==> src/rtl/adder_share_sequencer_pkg.sv <==
// Shared types and constants for the adder share sequencer.
// Holds FSM state encodings, adder slice width and requester ids.
package adder_share_sequencer_pkg;

   typedef enum logic [1:0] {
      IDLE = 2'd0,
      RUN  = 2'd1,
      DONE = 2'd2
   } state_t;

   localparam int   SLICE_W = 3;

   localparam logic REQ0 = 1'b0;
   localparam logic REQ1 = 1'b1;

endpackage

==> src/rtl/adder_share_sequencer_ripplecarry.sv <==
// 3-bit ripple-carry adder slice shared by the sequencer.
// Ports: A, B operands; C_in carry in; Out sum; C_out carry out.
module adder_share_sequencer_ripplecarry
   import adder_share_sequencer_pkg::*;
(
   input  logic [SLICE_W-1:0] A,
   input  logic [SLICE_W-1:0] B,
   input  logic               C_in,
   output logic [SLICE_W-1:0] Out,
   output logic               C_out
);

   logic [SLICE_W:0] c;

   assign c[0] = C_in;

   for (genvar i = 0; i < SLICE_W; i++) begin : g_fa
      assign Out[i]   = A[i] ^ B[i] ^ c[i];
      assign c[i+1]   = (A[i] & B[i]) | (c[i] & (A[i] ^ B[i]));
   end

   assign C_out = c[SLICE_W];

endmodule

==> src/rtl/adder_share_sequencer.sv <==
// Shares one 3-bit adder slice between two requesters, sequencing
// WIDTH-bit add/sub over WIDTH/3 cycles with round-robin arbitration.
// Ports: clk/reset (sync, active-high); reqN_valid/ready/a/b/sub per
// requester; busy; res_valid pulse with res_data/carry/overflow/id.
module adder_share_sequencer
   import adder_share_sequencer_pkg::*;
#(
   parameter int WIDTH = 12
)(
   input  logic             clk,
   input  logic             reset,
   input  logic             req0_valid,
   output logic             req0_ready,
   input  logic [WIDTH-1:0] req0_a,
   input  logic [WIDTH-1:0] req0_b,
   input  logic             req0_sub,
   input  logic             req1_valid,
   output logic             req1_ready,
   input  logic [WIDTH-1:0] req1_a,
   input  logic [WIDTH-1:0] req1_b,
   input  logic             req1_sub,
   output logic             busy,
   output logic             res_valid,
   output logic [WIDTH-1:0] res_data,
   output logic             res_carry,
   output logic             res_overflow,
   output logic             res_id
);

   localparam int SLICES = WIDTH / SLICE_W;
   localparam int KW     = (SLICES > 1) ? $clog2(SLICES) : 1;
   localparam int MSB    = WIDTH - 1;
   localparam logic [KW-1:0] K_LAST = KW'(SLICES - 1);

   state_t           state_q, state_d;
   logic             rr_q, rr_d;
   logic [KW-1:0]    k_q, k_d;
   logic             carry_q, carry_d;
   logic [WIDTH-1:0] a_q, a_d;
   logic [WIDTH-1:0] b_q, b_d;
   logic             sub_q, sub_d;
   logic             id_q, id_d;
   logic [WIDTH-1:0] acc_q, acc_d;
   logic             res_valid_q, res_valid_d;
   logic [WIDTH-1:0] res_data_q, res_data_d;
   logic             res_carry_q, res_carry_d;
   logic             res_ovf_q, res_ovf_d;
   logic             res_id_q, res_id_d;

   logic               grant0;
   logic               grant1;
   logic [SLICE_W-1:0] sl_a;
   logic [SLICE_W-1:0] sl_b;
   logic [SLICE_W-1:0] sl_sum;
   logic               sl_cout;
   logic [WIDTH-1:0]   acc_nxt;

   // rr_q = 0 favours req0 on contention, 1 favours req1
   assign grant0 = req0_valid & (~req1_valid | ~rr_q);
   assign grant1 = req1_valid & (~req0_valid |  rr_q);

   assign req0_ready = (state_q == IDLE) & grant0;
   assign req1_ready = (state_q == IDLE) & grant1;

   assign busy         = (state_q != IDLE);
   assign res_valid    = res_valid_q;
   assign res_data     = res_data_q;
   assign res_carry    = res_carry_q;
   assign res_overflow = res_ovf_q;
   assign res_id       = res_id_q;

   assign sl_a = a_q[int'(k_q)*SLICE_W +: SLICE_W];
   assign sl_b = b_q[int'(k_q)*SLICE_W +: SLICE_W];

   // The only carry path between slices is through carry_q
   adder_share_sequencer_ripplecarry u_slice (
      .A     (sl_a),
      .B     (sl_b),
      .C_in  (carry_q),
      .Out   (sl_sum),
      .C_out (sl_cout)
   );

   always_comb begin
      acc_nxt = acc_q;
      acc_nxt[int'(k_q)*SLICE_W +: SLICE_W] = sl_sum;
   end

   always_comb begin
      state_d     = state_q;
      rr_d        = rr_q;
      k_d         = k_q;
      carry_d     = carry_q;
      a_d         = a_q;
      b_d         = b_q;
      sub_d       = sub_q;
      id_d        = id_q;
      acc_d       = acc_q;
      res_valid_d = 1'b0;
      res_data_d  = res_data_q;
      res_carry_d = res_carry_q;
      res_ovf_d   = res_ovf_q;
      res_id_d    = res_id_q;

      unique case (state_q)
         IDLE: begin
            if (grant0 | grant1) begin
               if (grant1) begin
                  id_d    = REQ1;
                  a_d     = req1_a;
                  b_d     = req1_b ^ {WIDTH{req1_sub}};
                  sub_d   = req1_sub;
                  carry_d = req1_sub;
                  rr_d    = 1'b0;
               end else begin
                  id_d    = REQ0;
                  a_d     = req0_a;
                  b_d     = req0_b ^ {WIDTH{req0_sub}};
                  sub_d   = req0_sub;
                  carry_d = req0_sub;
                  rr_d    = 1'b1;
               end
               k_d     = '0;
               state_d = RUN;
            end
         end
         RUN: begin
            acc_d   = acc_nxt;
            carry_d = sl_cout;
            if (k_q == K_LAST) begin
               // Publish on entry to DONE so the pulse is registered
               state_d     = DONE;
               res_valid_d = 1'b1;
               res_data_d  = acc_nxt;
               res_carry_d = sl_cout;
               res_ovf_d   = (a_q[MSB] == b_q[MSB]) &&
                             (acc_nxt[MSB] != a_q[MSB]);
               res_id_d    = id_q;
            end else begin
               k_d = k_q + KW'(1);
            end
         end
         DONE: begin
            state_d = IDLE;
         end
         default: begin
            state_d = IDLE;
         end
      endcase
   end

   always_ff @(posedge clk) begin
      if (reset) begin
         state_q     <= IDLE;
         rr_q        <= 1'b0;
         k_q         <= '0;
         carry_q     <= 1'b0;
         a_q         <= '0;
         b_q         <= '0;
         sub_q       <= 1'b0;
         id_q        <= REQ0;
         acc_q       <= '0;
         res_valid_q <= 1'b0;
         res_data_q  <= '0;
         res_carry_q <= 1'b0;
         res_ovf_q   <= 1'b0;
         res_id_q    <= 1'b0;
      end else begin
         state_q     <= state_d;
         rr_q        <= rr_d;
         k_q         <= k_d;
         carry_q     <= carry_d;
         a_q         <= a_d;
         b_q         <= b_d;
         sub_q       <= sub_d;
         id_q        <= id_d;
         acc_q       <= acc_d;
         res_valid_q <= res_valid_d;
         res_data_q  <= res_data_d;
         res_carry_q <= res_carry_d;
         res_ovf_q   <= res_ovf_d;
         res_id_q    <= res_id_d;
      end
   end

   // sub_q is kept for observability of the in-flight op mode
   logic unused_sub;
   assign unused_sub = sub_q;

endmodule
==> config.mk <==
export PLATFORM = sky130hd
export DESIGN_NAME = adder_share_sequencer
export DESIGN_NICKNAME = d
export VERILOG_FILES = /design/src/rtl/adder_share_sequencer_pkg.sv /design/src/rtl/adder_share_sequencer_ripplecarry.sv /design/src/rtl/adder_share_sequencer.sv
export SDC_FILE = /design/constraint.sdc
export NUM_CORES = 1
export LEC_CHECK = 0
export ABC_AREA = 1
export BUFFER_PORTS_ARGS = -buffer_cell sky130_fd_sc_hd__buf_2
export CAP_MARGIN = 20
export CORE_ASPECT_RATIO = 0.9
export CORE_MARGIN = 5
export CORE_UTILIZATION = 50
export CTS_BUF_LIST = sky130_fd_sc_hd__clkbuf_8 sky130_fd_sc_hd__clkbuf_16
export CTS_CLUSTER_DIAMETER = 120
export DETAILED_ROUTE_END_ITERATION = 8
export GPL_ROUTABILITY_DRIVEN = 0
export PLACE_DENSITY = 0.72
export SYNTH_ARGS = -nofsm -noshare
export SYNTH_HDL_FRONTEND = slang
export SYNTH_SLANG_ARGS = --single-unit
==> constraint.sdc <==
create_clock -name clk -period 4.3 [get_ports clk]
set_input_delay 1.075 -clock clk [delete_from_list [all_inputs] [get_ports clk]]
set_output_delay 1.075 -clock clk [all_outputs]
set_load 0.005 [all_outputs]
==> flow_summary.ini <==
[status]
status = finished clean

[drt]
totalWireLength_um = 7108
dr_total_vias = 3054
drc = 0
drt-vias-per-instance = 4.942
firstDrtPassIters = 4
routedWlPerCell_um = 11.50
antenna_left = 0
first_iter_violations = 99

[clock_tree]
holdBufCountCts = 0
cts_resized = 0
cts-root-buf = clkbuf_8
clockBufferDepth = 2
cts_tree = done
clk_pin_slew_worst_paths_ps = 60
clkLatencyLatePin_ps = 340
post_cts_buffers = 0
cts_sinks = 59
htreeDepth = 3
numCtsBuffers = 9

[critical_path]
end_kind = output pin
crit_fanout = 34
crit_type = in -> out
path_cells = buf_2 > nand2_1 > nand2_2 > inv_4 > nand2_1 > inv_1 > buf_2
slowest_delay_ps = 340
arrival_ps = 2200
cp.required_ps = 3220
start_kind = primary input
cpMaxStageDelayCell = nand2_2

[synthesis]
synthesis.area_um2 = 3241
post_synth_inst_count = 466
synth_nets = 529
synthDistinctLibCells = 28
synth_seq_cells = 59
syn_avg_cell_area_um2 = 6.954
ys_seq_area_frac = 0.3645
ys_warn_count = 0

[placement]
dpl_cell_area_um2 = 3570
port-buffer-count = 72
placed_cells = 602
hpwl_um = 5299
place_ws_ps = 1005

[layout]
final_area_um2 = 3724
fin_cells = 618
fillCellCount = 654
final_common_cell = nand2_1
final_layout_size_suffix_gt1_frac = 0.1883
diodes = 0
area_growth_pct = 14.90
final_cell_mix = nand2_1 (113), buf_2 (72), dfxtp_1 (59)
fin_nets = 589

[global_route]
gr-usage-all-layers = 0.1858
grt_pass1_vias = 2883
grt_max_degree = 38
grt_pass1_wl_um = 12230
antenna_found_initial = 0
gr-total-overflow = 0

[sta]
finClkSkew_ps = 5.239
finalMaxSlewViolations = 0
grt_setup_unrepaired = no
relSlewSlack = 0.5282
finalSetupViolCount = 0
setup_slack_ps = 1024
max_freq_ghz = 0.3053
tns_ps = 0
tightest_slew_ps = 707.8
layout_min_cycle_time_ps = 3276
period_share = 0.7618
finalHoldViolCount = 0

[floorplan]
die_x_um = 94.86
initial_core_util = 0.5213
dieArea_um2 = 8194
dieHeight_um = 86.38
core_area_um2 = 6216
ios = 73
core.rowCount = 27

[worst_hold_path]
holdCritPathClass = reg -> reg

[power]
total_power_uw = 1378
power_density_nw_per_um2 = 370.1
leakage_uw = 0.001913
peakVddDrop_mv = 0.1831

[job]
drv_cap = 0
-- logic make-up after synthesis --
family | synth area share
compound gates | 0.1923
xor+xnor | 0.06486
fa+ha+maj | 0.04170
buf+inv | 0.1212
flops | 0.3645
simple gates | 0.2154
-- power breakdown --
part,switching (uW),internal (uW)
clock network,204,197
registers,24.1,592
logic,224,137
-- cell type report --
type	instances	area, um2	area share
clock inverter	7	30.03	0.008065
timing repair buffer	74	375.4	0.1008
sequential	59	1181	0.3172
multi-input combinational	320	1667	0.4476
inverter	62	237.7	0.06384
tap	87	108.9	0.02923
clock buffer	9	123.9	0.03327
-- worst max-delay path, delay by kind of cell --
family        cells  cell delay, ps
simple gates      3             550
buf+inv           4             570
-- cell usage after synthesis --
master	number	area (um2)
nand3b_1	1	7.510
clkbuf_1	4	15.01
a21oi_1	35	175.2
buf_6	5	56.30
o22ai_1	12	75.07
fa_1	3	60.06
buf_4	2	15.01
ha_1	6	75.07
xor2_1	7	61.31
nand4_1	3	18.77
nor2_1	38	142.6
inv_4	2	12.51
inv_2	8	30.03
o21ai_1	31	155.2
dfxtp_1	59	1181
nand2_2	3	18.77
nand2_1	113	424.2
nand3_1	15	75.07
o21ai_0	20	100.1
buf_1	1	3.750
clkinv_1	1	3.750
o211ai_1	1	7.510
o21a_1	12	90.09
a32o_1	2	20.02
xnor2_1	17	148.9
buf_2	13	65.06
inv_1	51	191.4
nor2_4	1	11.26
-- state kept, by name, indices dropped and copies added, names as in the netlist --
signal	flops
res_data	12
res_carry	1
res_id	1
res_overflow	1
carry_q	1
a_q	12
res_valid	1
b_q	12
state_q	2
k_q	2
id_q	1
rr_q	1
acc_q	12
-- worst paths after layout --
path,slack (ps),from,endpoint,cells after the start
hold reg to reg,460,id_q$_SDFFE_PP0P_,res_id$_SDFFE_PP0P_,2
hold / removal,460,id_q$_SDFFE_PP0P_,res_id$_SDFFE_PP0P_,2
setup / recovery,1020,req0_valid,req1_ready,7
setup reg to reg,1280,k_q[1]$_SDFFE_PP0P_,res_overflow$_SDFFE_PP0P_,14
-- through the flow --
stage	util	hold slack, ps
floorplan	-	439.0
global placement	0.5743	456.3
detailed placement	0.5743	455.7
CTS	0.5990	464.3
global route	0.5990	485.3
finish	0.5990	462.0
-- layer usage --
metal	GRT usage	part of all wire
met3	0.05382	0.050
met1	0.2233	0.47
met2	0.3201	0.47
met4	0.05636	0.013
met5	0	0
Note: power is estimated with default switching activity, not from simulation.
